[config.mk]
export PLATFORM = sky130hd
export DESIGN_NAME = uart_tx_arbiter
export DESIGN_NICKNAME = d
export VERILOG_FILES = /design/src/rtl/uart_tx_arbiter.sv
export SDC_FILE = /design/constraint.sdc
export NUM_CORES = 1
export LEC_CHECK = 0
export CORE_UTILIZATION = 29
export DETAILED_ROUTE_END_ITERATION = 6
export PLACE_DENSITY = 0.58
export SKIP_CTS_REPAIR_TIMING = 1
export SLEW_MARGIN = 30
export SYNTH_ARGS = -nofsm -noshare
export SYNTH_HDL_FRONTEND = slang
export SYNTH_SLANG_ARGS = --single-unit
[constraint.sdc]
create_clock -name clk_i -period 2.2 [get_ports clk_i]
set_input_delay 0.44 -clock clk_i [delete_from_list [all_inputs] [get_ports clk_i]]
set_output_delay 0.44 -clock clk_i [all_outputs]
set_load 0.005 [all_outputs]
[src/rtl/uart_tx_arbiter.sv]
// Packet-level round-robin arbiter sharing one UART transmit byte stream between two
// requesters: tags each packet with its channel, pulls bytes one at a time, aborts on stall.
module uart_tx_arbiter #(
  parameter logic [7:0]  TAG_BASE = 8'hA0,
  parameter int unsigned TIMEOUT  = 1024
) (
  input  logic       clk_i,
  input  logic       rst_i,
  input  logic       req0_i,
  input  logic       req1_i,
  output logic       readclk0_o,
  output logic       readclk1_o,
  input  logic       inclk0_i,
  input  logic       inclk1_i,
  input  logic [7:0] in0_i,
  input  logic [7:0] in1_i,
  input  logic       last0_i,
  input  logic       last1_i,
  input  logic       downstream_rdy_i,
  output logic [7:0] out_o,
  output logic       outclk_o,
  output logic       busy_o,
  output logic       grant_o,
  output logic       err_o
);

  localparam int CW = ($clog2(TIMEOUT) > 0) ? $clog2(TIMEOUT) : 1;
  localparam logic [CW-1:0] CNT_LAST = CW'(TIMEOUT - 1);

  typedef enum logic [1:0] {S_IDLE, S_TAG, S_REQ, S_WAIT} state_e;

  state_e        state_q, state_d;
  logic          grant_q, grant_d;
  logic [CW-1:0] cnt_q, cnt_d;
  logic [7:0]    out_q, out_d;
  logic          outclk_q, outclk_d;
  logic          readclk0_q, readclk0_d;
  logic          readclk1_q, readclk1_d;
  logic          busy_q, busy_d;
  logic          err_q, err_d;

  // Only the granted channel's strobe, data and last flag are ever looked at.
  logic       selInclk;
  logic       selLast;
  logic [7:0] selData;

  assign selInclk = grant_q ? inclk1_i : inclk0_i;
  assign selLast  = grant_q ? last1_i  : last0_i;
  assign selData  = grant_q ? in1_i    : in0_i;

  always_ff @(posedge clk_i) begin
    if (rst_i) begin
      state_q    <= S_IDLE;
      grant_q    <= 1'b1;
      cnt_q      <= '0;
      out_q      <= 8'h00;
      outclk_q   <= 1'b0;
      readclk0_q <= 1'b0;
      readclk1_q <= 1'b0;
      busy_q     <= 1'b0;
      err_q      <= 1'b0;
    end else begin
      state_q    <= state_d;
      grant_q    <= grant_d;
      cnt_q      <= cnt_d;
      out_q      <= out_d;
      outclk_q   <= outclk_d;
      readclk0_q <= readclk0_d;
      readclk1_q <= readclk1_d;
      busy_q     <= busy_d;
      err_q      <= err_d;
    end
  end

  always_comb begin
    state_d = state_q;
    grant_d = grant_q;
    cnt_d   = cnt_q;
    unique case (state_q)
      S_IDLE: begin
        if (req0_i || req1_i) begin
          grant_d = (req0_i && req1_i) ? ~grant_q : req1_i;
          state_d = S_TAG;
        end
      end
      S_TAG: begin
        if (downstream_rdy_i) state_d = S_REQ;
      end
      S_REQ: begin
        if (downstream_rdy_i) begin
          cnt_d   = '0;
          state_d = S_WAIT;
        end
      end
      S_WAIT: begin
        // A byte arriving on the final allowed cycle still wins over the abort.
        if (selInclk) begin
          state_d = selLast ? S_IDLE : S_REQ;
        end else if (cnt_q == CNT_LAST) begin
          state_d = S_IDLE;
        end else begin
          cnt_d = cnt_q + CW'(1);
        end
      end
      default: state_d = S_IDLE;
    endcase
  end

  always_comb begin
    out_d      = out_q;
    outclk_d   = 1'b0;
    readclk0_d = 1'b0;
    readclk1_d = 1'b0;
    err_d      = 1'b0;
    busy_d     = (state_d != S_IDLE);
    unique case (state_q)
      S_TAG: begin
        if (downstream_rdy_i) begin
          outclk_d = 1'b1;
          out_d    = {TAG_BASE[7:1], grant_q};
        end
      end
      S_REQ: begin
        if (downstream_rdy_i) begin
          readclk0_d = ~grant_q;
          readclk1_d = grant_q;
        end
      end
      S_WAIT: begin
        // No ready check here: the slot was reserved when the read was issued.
        if (selInclk) begin
          outclk_d = 1'b1;
          out_d    = selData;
        end else if (cnt_q == CNT_LAST) begin
          err_d = 1'b1;
        end
      end
      default: ;
    endcase
  end

  assign out_o      = out_q;
  assign outclk_o   = outclk_q;
  assign readclk0_o = readclk0_q;
  assign readclk1_o = readclk1_q;
  assign busy_o     = busy_q;
  assign grant_o    = grant_q;
  assign err_o      = err_q;

endmodule

Word level (Yosys, flattened, before mapping)
Cells that the tools add are included. W data, S select, Z words.

Register bits: 26. Bits of input ports: 25. Output and inout bits: 14. Logic and storage cells: 56.

Add/sub/neg operators: 1. Equal/unequal tests: 9. Muxes and demuxes: 22. Bitwise gates (word level): 4. Reductions and logical operators: 11.

Operator list (number): $mux W10 (3); $mux W8 (3); $pmux W10 S2 (1); $pmux W8 S2 (1); $mux W2 (6); $add A10 B1 Y10 const B (1); $eq A10 B10 Y1 const B (1); $ne A2 B2 Y1 const B (5); $pmux W2 S4 (1); $mux W1 (6); $reduce_bool A2 Y1 (3); $reduce_or A3 Y1 (2); $eq A2 B2 Y1 const B (2); $not A1 Y1 (4); $reduce_and A4 Y1 (1); $reduce_and A3 Y1 (1); $eq A2 B1 Y1 const B (1); $logic_not A2 Y1 (1); $pmux W1 S2 (1); $reduce_and A2 Y1 (1); $logic_and A1 B1 Y1 (1); $logic_or A1 B1 Y1 (1).

Depth between registers and ports, before layout
Gate-level depths: netlist (run 1).

Depth in word-level cells: 5. Gate-level depth with buffers: 6. Depth with buffers taken out: 5.

Worst setup path before layout (run 1)
No wires, ideal clock.

Path type: register -> register. Start: register grant_q (netlist: grant_o). End: register cnt_q[3]. Library setup time: 0.069 ns. Arrival: 1.524 ns. Data required time: 2.131 ns. Slack: 0.607 ns. Stages on the path, launching flop included: 7. Path buffers: 2. Clock period less this slack: 1.593 ns. Cell sequence: dfxtp_1 buf_6 mux2i_4 o311ai_2 buf_6 a2111o_1 o21ai_1.

Longest elaborated chain between the ends: 3.

RTL lines: start: declaration (line 33) `logic grant_q, grant_d;`; start signal: assignment (line 64) `grant_q <= grant_d;`; $mux W1 (line 47) `assign selInclk = grant_q ? inclk1_i : inclk0_i;`; $ne A2 B2 Y1 (no source line); $reduce_and A4 Y1 (no source line); end signal: assignment (line 65) `cnt_q <= cnt_d;`; end: declaration (line 34) `logic [CW-1:0] cnt_q, cnt_d;`.

No other way between the ends. A chain may end at the register's enable or synchronous reset.

Final worst setup path (run 1)
Start: register grant_q (netlist: grant_o). End: output grant_o.

RTL lines: end: declaration (line 23) `output logic grant_o,`.

No word-level cell between the ends.

==> impl_metrics.env, run 1 <==
export IMPL_outcome="finished, violations left"
export IMPL_violations="design-rule violations"
export IMPL_rsz0062_at_grt="false"
export IMPL_yosys_most_used_dff="dfxtp_1"
export IMPL_synth_area_leaders="dfxtp_1, mux2i_1, a21oi_1, nor2_1, nand2_1"
export IMPL_r2r_slack_ns=0.36
export IMPL_p_per_area_nw_per_um2=559
export IMPL_synth_yosys_seq_area_share=0.381
export IMPL_antenna_found_initial=0
export IMPL_cts_htree_levels=1
export IMPL_r2r_end="cnt_q[1]"
export IMPL_core_area_um2=4440
export IMPL_critical_path_endpoint="grant_o"
export IMPL_yosysTopAreaCellShare=0.381
export IMPL_grt_overflow=0
export IMPL_drc=4
export IMPL_tns_ns=0
export IMPL_synth_edf_count=0
export IMPL_yosys_area_top_type="dfxtp_1"
export IMPL_syn_instance_count=156
export IMPL_routed_wl_mm=3.39
export IMPL_max_slew_margin=0.593
export IMPL_clk_latency_ns=0.27
export IMPL_total_power_mw=1.03
export IMPL_first_iter_violations=51
export IMPL_initial_core_util=0.307
export IMPL_postRouteAntennaNets=0
export IMPL_cts_root_buf="clkbuf_8"
export IMPL_cts_sinks=26
export IMPL_regArea_um2=520
export IMPL_vias=1282
export IMPL_post_dp_hpwl_mm=2.62
export IMPL_hold_depth=2
export IMPL_die_x_um=70.6
export IMPL_wl_met1_mm=1.48
export IMPL_arrival_ns=1.47
export IMPL_place_area_um2=1780
export IMPL_cts_tree="yes"
export IMPL_drive_above_1_share=0.0781
export IMPL_p_leak_nw=0.682
export IMPL_first_global_vias=1270
export IMPL_maxSlewViolCount=0
export IMPL_grt_pass1_wl_mm=5.60
export IMPL_critPathLaunch="grant_o"
export IMPL_gr_usage_all_layers=0.140
export IMPL_ys_ff_latch=26
export IMPL_tightest_slew_ns=0.609
export IMPL_yosys_cell_types_count=43
export IMPL_timing_critical_path_from_type="flip-flop"
export IMPL_synth_async_reset_ratio=0
export IMPL_fmax_mhz=523
export IMPL_fin_ws_ns=0.290
export IMPL_layoutNonFillerInstCount=244
export IMPL_regToRegStartpoint="cnt_q[0]"
export IMPL_syn_num_nets=182
export IMPL_required_ns=1.76
export IMPL_area_growth_pct=35.4
export IMPL_clk_pin_slew_ns=0.09
export IMPL_hold_path_class="flip-flop to flip-flop"
export IMPL_drtPass1Iterations=6
export IMPL_fin_skew_ns=0.00415
export IMPL_routedWlPerCell_um=13.9
export IMPL_cts_made_buffers=3
export IMPL_multi_input_area_um2=782
export IMPL_syn_avg_cell_area_um2=8.75
export IMPL_diodes=0
export IMPL_die_area_um2=4990
export IMPL_grt_max_degree=24
export IMPL_r2r_cells=5
export IMPL_final_core_util=0.416
export IMPL_port_buffers=38
export IMPL_die_h_um=70.6
export IMPL_whs_ns=0.476
export IMPL_rows=24
export IMPL_finalSetupViolations=0
export IMPL_crit_path_max_fanout=15
export IMPL_final_area_um2=1850
export IMPL_fillers=429
export IMPL_met3_length_um=144
export IMPL_met2_length_mm=1.67
export IMPL_io_pins=39
export IMPL_fin_crit_ns=1.91
export IMPL_maxCapViolCount=0
export IMPL_critPathKind="flip-flop to output port"
export IMPL_syn_area_um2=1370
export IMPL_dp_cells=240
export IMPL_pre_cts_ws_ns=0.0225
export IMPL_endpoint_kind="output port"
export IMPL_ir_drop_v=0.000205
export IMPL_clockBufferDepth=2
export IMPL_gp_congestion=0.851
export IMPL_min_from="out_o[6]"
export IMPL_final_nets=219
export IMPL_yosysWarnings=0
export IMPL_via_per_inst=5.25
export IMPL_fin_crit_sh=0.868
export IMPL_top_layer="met4"
export IMPL_final_hold_viol_count=0
## worst min path at each step
stage / slack, ns / endpoint
2_1_floorplan: 0.45 / cnt_q[9]
3_3_place_gp: 0.45 / out_o[6]
3_5_place_dp: 0.47 / out_o[6]
4_1_cts: 0.48 / out_o[6]
5_1_grt: 0.52 / cnt_q[9]
6_report: 0.48 / out_o[6]
## state kept, by name (all words and copies together), names as in the netlist
register / count
readclk1_o: 1
readclk0_o: 1
grant_o: 1
cnt_q: 10
outclk_o: 1
err_o: 1
busy_o: 1
state_q: 2
out_o: 8
## per-layer routing
layer,vias up,track usage
li1,640,-
met1,601,0.165
met2,31,0.246
met3,10,0.0242
met4,0,0.0689
met5,-,0
## synthesized netlist by cell type (4+ instances only)
| library cell | count |
|---|---|
| a21oi_1 | 14 |
| clkbuf_1 | 6 |
| dfxtp_1 | 26 |
| inv_1 | 4 |
| mux2i_1 | 13 |
| nand2_1 | 15 |
| nand3_1 | 4 |
| nor2_1 | 16 |
| o21ai_0 | 4 |
| or3_1 | 4 |
## final cells by class
cell class	instances	area share
flip-flops and latches	26	0.282
repair buffers	42	0.222
inverters	4	0.00812
clock buffers	4	0.0298
well taps	52	0.0352
multi-input cells	116	0.423
## power by group
part,switching [mW],total (mW),internal (mW),leakage [nW]
Sequential,0.0225,0.510,0.487,0.211
Clock,0.155,0.316,0.160,0.0288
Combinational,0.0926,0.207,0.115,0.442
Total,0.270,1.03,0.762,0.682
## critical path, cell delays in order (launching register included)
cell             delay (ns)
dfxtp_1                0.40
buf_4                  0.26
clkdlybuf4s50_1        0.53
## layout by cell type, fill, tap and decap left out, types with 4 or more instances in the layout
cell | netlist | final
buf_4 | 1 | 4
clkbuf_8 | 0 | 4
mux2i_1 | 13 | 13
clkdlybuf4s50_1 | 0 | 38
nand2_1 | 15 | 15
or3_1 | 4 | 4
dfxtp_1 | 26 | 26
nor2_1 | 16 | 16
nand3_1 | 4 | 4
a21oi_1 | 14 | 14
inv_1 | 4 | 4
o21ai_0 | 4 | 4
## cell families (layout without fill, tap and decap cells)
group           after synthesis  after routing  synth area share
compound gates               39             39             0.205
fa+ha+maj                     1              1           0.00916
buf+inv                      14             50            0.0532
flops                        26             26             0.381
mux                          16             16             0.128
simple gates                 60             60             0.223
(Power assumes the default switching activity.)
==> run 2: changes to the inputs <==
--- a/config.mk
+++ b/config.mk
@@ -5,6 +5,7 @@
 export SDC_FILE = /design/constraint.sdc
 export NUM_CORES = 1
 export LEC_CHECK = 0
+export ABC_AREA = 0
 export CORE_UTILIZATION = 29
 export DETAILED_ROUTE_END_ITERATION = 6
 export PLACE_DENSITY = 0.58
==> results of run 2 <==
No change in the layout: final DEF, timing and power equal those of run 1.
==> run 3: changes to the inputs <==
--- a/config.mk
+++ b/config.mk
@@ -7,8 +7,10 @@
 export LEC_CHECK = 0
 export ABC_AREA = 0
 export CORE_UTILIZATION = 29
+export CTS_BUF_LIST = sky130_fd_sc_hd__clkbuf_2 sky130_fd_sc_hd__clkbuf_4 sky130_fd_sc_hd__clkbuf_8
 export DETAILED_ROUTE_END_ITERATION = 6
 export PLACE_DENSITY = 0.58
+export REMOVE_ABC_BUFFERS = 1
 export SKIP_CTS_REPAIR_TIMING = 1
 export SLEW_MARGIN = 30
 export SYNTH_ARGS = -nofsm -noshare
==> run 3 against run 2 <==
The run still ends with design-rule violations left; clock power is 24% higher; hold slack gained 0.011 ns; first-iteration DRC count increased by 71%; largest cell class unchanged; critical path type unchanged; die area did not move; via count is 3.1% lower; register-to-register slack worse by 0.07 ns; setup slack worse by 0.013 ns; non-clock buffer count rose by 1; cell count is 0.41% higher; clock-buffer cell count fell by 1; maximum frequency shrank 0.67%.
==> impl_metrics.env, run 3 (same netlist as run 1, synthesis figures left out) <==
export IMPL_p_per_area_nw_per_um2=593
export IMPL_core_area_um2=4440
export IMPL_layoutNonFillerInstCount=245
export IMPL_max_slew_margin=0.618
export IMPL_cts_tree="yes"
export IMPL_final_hold_viol_count=0
export IMPL_finalSetupViolations=0
export IMPL_p_int_mw=0.848
export IMPL_postRouteAntennaNets=0
export IMPL_switching_share=0.236
export IMPL_max_stage_delay_ns=0.54
export IMPL_maxSlewViolCount=0
export IMPL_clk_latency_ns=0.27
export IMPL_p_seq_frac=0.459
export IMPL_r2r_slack_ns=0.29
export IMPL_vias=1242
export IMPL_fin_skew_ns=0.00482
export IMPL_worst_path_buf_inv=2
export IMPL_port_buffers=38
export IMPL_post_dp_hpwl_mm=2.35
export IMPL_clk_pin_slew_ns=0.09
export IMPL_hold_path_class="flip-flop to flip-flop"
export IMPL_initial_core_util=0.307
export IMPL_pre_cts_ws_ns=0.104
export IMPL_rsz0062_at_grt="false"
export IMPL_crit_chain="buf_4, clkdlybuf4s50_1"
export IMPL_p_leak_nw=0.693
export IMPL_gp_congestion=0.764
export IMPL_required_ns=1.76
export IMPL_outcome="finished, violations left"
export IMPL_gr_usage_all_layers=0.139
export IMPL_timing_critical_path_from_type="flip-flop"
export IMPL_first_global_vias=1198
export IMPL_crit_path_max_fanout=15
export IMPL_final_nets=220
export IMPL_diodes=0
export IMPL_drive_above_1_share=0.0829
export IMPL_cts_sinks=26
export IMPL_cts_htree_levels=1
export IMPL_cp_top_family="buffers and inverters"
export IMPL_routedWlPerCell_um=13.4
export IMPL_die_x_um=70.6
export IMPL_die_h_um=70.6
export IMPL_slowest_stage="clkdlybuf4s50_1"
export IMPL_fin_ws_ns=0.277
export IMPL_grt_max_degree=24
export IMPL_cts_made_buffers=3
export IMPL_critPathKind="flip-flop to output port"
export IMPL_io_pins=39
export IMPL_routed_wl_mm=3.29
export IMPL_via_per_inst=5.07
export IMPL_arrival_ns=1.48
export IMPL_rows=24
export IMPL_fin_crit_ns=1.92
export IMPL_cts_root_buf="clkbuf_8"
export IMPL_layout_cells_most_common="clkdlybuf4s50_1"
export IMPL_violations="design-rule violations"
export IMPL_maxCapViolCount=0
export IMPL_grt_overflow=0
export IMPL_layout_common_cells="clkdlybuf4s50_1, dfxtp_1, nor2_1"
export IMPL_grt_pass1_wl_mm=5.56
export IMPL_tightest_slew_ns=0.572
export IMPL_dp_cells=241
export IMPL_fmax_mhz=520
export IMPL_top_register="cnt_q"
export IMPL_drc=12
export IMPL_antenna_found_initial=0
export IMPL_first_iter_violations=87
export IMPL_fin_crit_sh=0.874
export IMPL_tns_ns=0
export IMPL_power_switching_mw=0.262
export IMPL_pwr_share_clk=0.354
export IMPL_comb_power_share=0.187
export IMPL_die_area_um2=4990
export IMPL_clockBufferDepth=2
export IMPL_area_growth_pct=37.1
export IMPL_ir_drop_v=0.000384
export IMPL_endpoint_kind="output port"
export IMPL_largest_reg_flops=10
export IMPL_drtPass1Iterations=7
-- run 3: layout make-up --
type	instances	area (µm²)
clock buffers	3	41.3
clock inverters	1	30.0
fillers	439	2570
inverters	4	15.0
multi-input cells	116	782
flip-flops and latches	26	520
well taps	52	65.1
repair buffers	43	418
-- run 3: power by group through the flow --
stage / logic (mW) / clock network [mW] / registers [mW]
2_1_floorplan: 0.0930 / 0 / 0.524
3_3_place_gp: 0.202 / 0 / 0.520
3_5_place_dp: 0.206 / 0 / 0.520
4_1_cts: 0.207 / 0.408 / 0.509
5_1_grt: 0.228 / 0.424 / 0.513
6_report: 0.207 / 0.392 / 0.510
-- run 3: per-layer routing --
metal	up-vias	part of all wire	track usage
li1	636	-	-
met1	565	0.44	0.178
met2	37	0.48	0.234
met3	4	0.068	0.0299
met4	0	0.011	0.0467
met5	-	0	0
-- run 3: metrics by stage --
stage               hold slack [ns]   util  cell area (µm²)  total power [mW]
detailed placement            0.475  0.403             1790             0.726
CTS                           0.490  0.419             1860              1.12
finish                        0.487  0.421             1870              1.11
floorplan                     0.452      -             1310             0.617
global placement              0.457  0.403             1790             0.722
global route                  0.505  0.421             1870              1.16
-- run 3: worst paths after layout --
| kind | endpoint | startpoint | cells after the start |
|---|---|---|---|
| worst min-delay path | out_o[6] | out_o[6] | 2 |
| worst min register to register | out_o[6] | out_o[6] | 2 |
| worst max register to register | cnt_q[2] | cnt_q[0] | 5 |
| worst max-delay path | grant_o | grant_o | 2 |
-- run 3: tightest hold or removal path: cells and delay by family (launching register included) --
kind,cells,cell delay [ns]
and+or+nand+nor,1,0.07
AOI/OAI and AO/OA,1,0.05
DFF,1,0.33
==> edit 1: new RTL, settings of run 1 <==
Change the parameter `TIMEOUT` from 1024 to 512.
--- a/src/rtl/uart_tx_arbiter.sv
+++ b/src/rtl/uart_tx_arbiter.sv
@@ -4,3 +4,3 @@
   parameter logic [7:0]  TAG_BASE = 8'hA0,
-  parameter int unsigned TIMEOUT  = 1024
+  parameter int unsigned TIMEOUT  = 512
 ) (
Check against the original RTL: no difference found for any inputs over 10 cycles, from zero or initial values and one cycle with rst_i high; that may be too few to reach the edited logic, so the function may still have changed.
==> edit 1 against run 1 <==
Design area down 10%. Area after synthesis fell by 14%. Worst setup slack lost 0.11 ns. Sequential cell count shrank 1. Power shrank 10%. Register-to-register slack worse by 0.19 ns. Wire length shrank 21%. Hold slack better by 0.0041 ns. Critical path type is now reg -> reg.
==> edit 1: results (changes against run 1) <==
* Finished Layout Cells at 209 (was 244)
* Worst path arrival time at 2.19 ns (was 1.47 ns)
* Syn nets at 147 (was 182)
* Synth cell types at 38 (was 43)
* Sequential element share of the synthesized area at 42.7% (was 38.1%)
* Htree depth at 1 (unchanged)
* Uppermost layer routed: met3 (was met4)
* Dpl hpwl at 2080 um (was 2620 um)
* Global Route Usage Sum at 13.9% (was 14.0%)
* Met3 Wirelength at 99 um (was 144 um)
* Share of layout cells above drive strength 1 at 9.32% (was 7.81%)
* Placer congestion estimate at 0.811 (was 0.851)
* Worst vdd ir at 234 uV (was 205 uV)
* Wire length per cell at 12.7 um (was 13.9 um)
* Post-synth top cells: 25 x dfxtp_1, 11 x mux2i_1, 11 x nor2_1 (was 26 x dfxtp_1, 16 x nor2_1, 15 x nand2_1)
* Met1 Wirelength at 1310 um (was 1480 um)
* Status: complete, no violations (was finished, violations left)
* Routed vias at 1,018 (was 1,282)
* Clock Skew at 0.00785 ns (was 0.00415 ns)
* TritonRoute pass-1 iters at 3 (was 6)
* Leakage at 0.628 nW (was 0.682 nW)
* Avg Inst Size Synth at 9.77 um^2 (was 8.75 um^2)
* Final net count at 189 (was 219)
* Synth top area cells: dfxtp_1 43%, mux2i_1 9.4%, o2bb2ai_1 3.7%, nor2_1 3.5%, nand2_1 2.6% (was dfxtp_1 38%, mux2i_1 9.5%, a21oi_1 5.1%, nor2_1 4.4%, nand2_1 4.1%)
* Max FFs per register at 9 (was 10)
* Post-synth EDFFs at 0 (unchanged)
* Placement Setup Slack at 0.111 ns (was 0.0225 ns)
* Post-DP Area at 1610 um^2 (was 1780 um^2)
* First-pass GRT wire length at 4680 um (was 5600 um)
* Met2 WL at 1250 um (was 1670 um)
* Violation count after the first detailed-route iteration at 34 (was 51)
* Pin count of the biggest net entering global routing at 15 (was 24)
* Worst relative slew slack at 67.5% (was 59.3%)
* CP max FO at 7 (was 15)
edit 1: final timing paths:
path / start / endpoint / slack (ns) / depth (start not counted)
setup reg to reg: cnt_q[3] / busy_o / 0.17 / 8
setup / recovery: cnt_q[3] / busy_o / 0.17 / 8
hold / removal: out_o[1] / out_o[1] / 0.48 / 1
hold reg to reg: out_o[1] / out_o[1] / 0.48 / 1
edit 1: cell type report:
| type | count | area [um^2] |
|---|---|---|
| Timing Repair Buffer | 42 | 410 |
| Inverter | 2 | 7.51 |
| Tap cell | 48 | 60.1 |
| Sequential cell | 25 | 500 |
| Clock inverter | 1 | 5.00 |
| Clock buffer | 3 | 41.3 |
| Multi-Input combinational cell | 88 | 637 |
| Fill cell | 363 | 2110 |
edit 1: routing by layer:
layer  track usage, %  vias up
li1                 -      517
met1             17.5      479
met2             24.2       22
met3             2.78        0
met4             3.26        0
met5                0        -
edit 1: where the power goes:
part	leakage, nW	switching (W)	internal (W)
clock	0.0255	0.000147	0.000127
combinational	0.400	0.0000630	0.000103
sequential	0.203	0.0000195	0.000469
total	0.628	0.000229	0.000699
edit 1: critical path: stages, from the launching register on:
cell and delay, ns:
dfxtp_1 0.44, nand2_1 0.09, nor2_1 0.19, and4_1 0.23, ha_2 0.29, mux2i_1 0.10, nor3b_1 0.20, nor4_1 0.08
or2_2 0.31
edit 1: cells by family (layout without fill, tap and decap cells):
| family | count (synthesis) | count (layout) | synth area share [%] |
|---|---|---|---|
| buffers and inverters | 7 | 48 | 3.20 |
| DFF | 25 | 25 | 42.7 |
| xor gates and xnor gates | 5 | 5 | 3.74 |
| muxes | 12 | 12 | 10.7 |
| AOI/OAI and AO/OA | 20 | 20 | 12.3 |
| adders and majority gates | 2 | 2 | 2.13 |
| and+or+nand+nor | 49 | 49 | 25.3 |
==> edit 2: new RTL, settings of run 1 <==
Made on the original files. Register the output `err_o` once more, cleared by the reset; this adds one clock of latency there. The other outputs are not delayed to match.
--- a/src/rtl/uart_tx_arbiter.sv
+++ b/src/rtl/uart_tx_arbiter.sv
@@ -147,3 +147,9 @@
   assign grant_o    = grant_q;
-  assign err_o      = err_q;
+  always_ff @(posedge clk_i) begin
+    if (rst_i) begin
+      err_o <= '0;
+    end else begin
+      err_o <= err_q;
+    end
+  end
 
Formal check against the unedited RTL: same outputs for any inputs over 10 cycles, from zero or initial values and one cycle with rst_i high; that may be too few to reach the edited logic, so the function may still have changed.
==> edit 2 against run 1 <==
Design area shrank 0.61%. Count of clock-buffer cells in the layout shrank 1. Worst setup slack better by 0.031 ns. Sequential cell count grew 1. Via count is 0.55% lower. Wire length is 3.2% lower. Clock skew decreased by 0.0018 ns. Area after synthesis down 2.3%. Largest cell class unchanged. Combinational power is 25% lower. First-iteration DRC count decreased by 61%. Critical path depth rose by 3. Non-clock buffer count increased by 4. Power down 8.1%. Register-to-register slack got worse by 0.04 ns.
==> edit 2: results (changes against run 1) <==
* Share of layout cells above drive strength 1 at 10.0% (was 7.81%)
* CP max FO at 12 (was 15)
* Hold_sp: err_q (was out_o[6])
* Placer congestion estimate at 0.748 (was 0.851)
* N_diodes at 0 (unchanged)
* First-pass GRT wire length at 5490 um (was 5600 um)
* Wire length per cell at 13.6 um (was 13.9 um)
* Final net count at 217 (was 219)
* Global Route Usage Sum at 13.5% (was 14.0%)
* Leakage at 0.678 nW (was 0.682 nW)
* Via density at 5.27 (was 5.25)
* Crit Reg-Reg Startpoint: cnt_q[0] (unchanged)
* Status: complete, no violations (was finished, violations left)
* Worst path arrival time at 2.07 ns (was 1.47 ns)
* Hold EP: err_o (was out_o[6])
* WHS Path Cells at 1 (was 2)
* Pin count of the biggest net entering global routing at 18 (was 24)
* Hold WS at 0.444 ns (was 0.476 ns)
* Syn nets at 174 (was 182)
* Violation count after the first detailed-route iteration at 20 (was 51)
* CTS buffer count at 3 (unchanged)
* DP Cell Count at 238 (was 240)
* Synth cell types at 42 (was 43)
* CTS clk-pin slew, worst paths at 0.09 ns (about the same)
* Clock Skew at 0.00230 ns (was 0.00415 ns)
* R2R Path End: cnt_q[6] (was cnt_q[1])
* Worst vdd ir at 242 uV (was 205 uV)
* Dpl hpwl at 2540 um (was 2620 um)
* TritonRoute pass-1 iters at 4 (was 6)
* R2R Setup Slk at 0.32 ns (was 0.36 ns)
* Vias in the first global route at 1,255 (was 1,270)
* Synth top area cells: dfxtp_1 41%, mux2i_1 5.3%, mux2_2 4.2%, a21oi_1 4.1%, nand3_1 3.4% (was dfxtp_1 38%, mux2i_1 9.5%, a21oi_1 5.1%, nor2_1 4.4%, nand2_1 4.1%)
* Synth Area in Adders at 0.938% (was 0.917%)
* Sequential element share of the synthesized area at 40.5% (was 38.1%)
* Max FFs per register at 10 (unchanged)
* Post-DP Area at 1790 um^2 (was 1780 um^2)
* Worst Tran Pin Value at 0.465 ns (was 0.609 ns)
* Final wirelength at 3280 um (was 3390 um)
* Post-synth top cells: 27 x dfxtp_1, 11 x a21oi_1, 11 x nor2_1 (was 26 x dfxtp_1, 16 x nor2_1, 15 x nand2_1)
* Complex-gate fraction of the synthesized area at 20.0% (was 20.5%)
* Mapped Cells at 148 (was 156)
* Multiplexer share of the synthesized area at 10.6% (was 12.8%)
edit 2: worst max-delay path by stage:
stage | from | to | slack, ns
2_1_floorplan | cnt_q[0] | cnt_q[5] | 0.50
3_3_place_gp | inclk0_i | cnt_q[7] | 0.12
3_5_place_dp | inclk0_i | cnt_q[7] | 0.11
4_1_cts | cnt_q[0] | cnt_q[6] | 0.31
5_1_grt | cnt_q[0] | cnt_q[6] | 0.20
6_report | cnt_q[0] | cnt_q[6] | 0.32
edit 2: worst max-delay path, cell delays in order, from the launching register on:
cell	delay, ns
dfxtp_1	0.35
ha_1	0.22
and4_1	0.23
and4_1	0.32
or4_1	0.49
a21boi_0	0.19
edit 2: per-layer routing:
metal	up-vias	GRT usage [%]	routed length [um]
li1	641	-	-
met1	606	16.0	1520
met2	26	24.7	1650
met3	2	2.47	105
met4	0	3.33	8
met5	-	0	0
edit 2: cells by family (layout without fill, tap and decap cells):
kind of cell / after synthesis / count (layout)
adders and majority gates: 1 / 1
DFF: 27 / 27
AOI/OAI and AO/OA: 39 / 39
muxes: 13 / 13
buffers and inverters: 10 / 52
and+or+nand+nor: 58 / 58
edit 2: cell type report:
type                       instances  area, um^2
inverter                           2        7.51
timing repair buffer              46         440
clock buffer                       3        41.3
fill                             421        2550
sequential                        27         541
multi-input combinational        111         737
tap                               52        65.1
clock inverter                     1        5.00
edit 2: where the power goes:
part	internal, W	switching [W]
registers	0.000501	0.0000153
clock network	0.000127	0.000151
logic	0.0000961	0.0000594
total	0.000723	0.000226
edit 2: per-stage QoR:
step	worst slack, ns	utilization, %
final	0.321	41.9
after global routing	0.202	41.9
after CTS	0.308	41.9
after detailed placement	0.108	40.8
after global placement	0.122	40.8
after floorplan	0.501	-
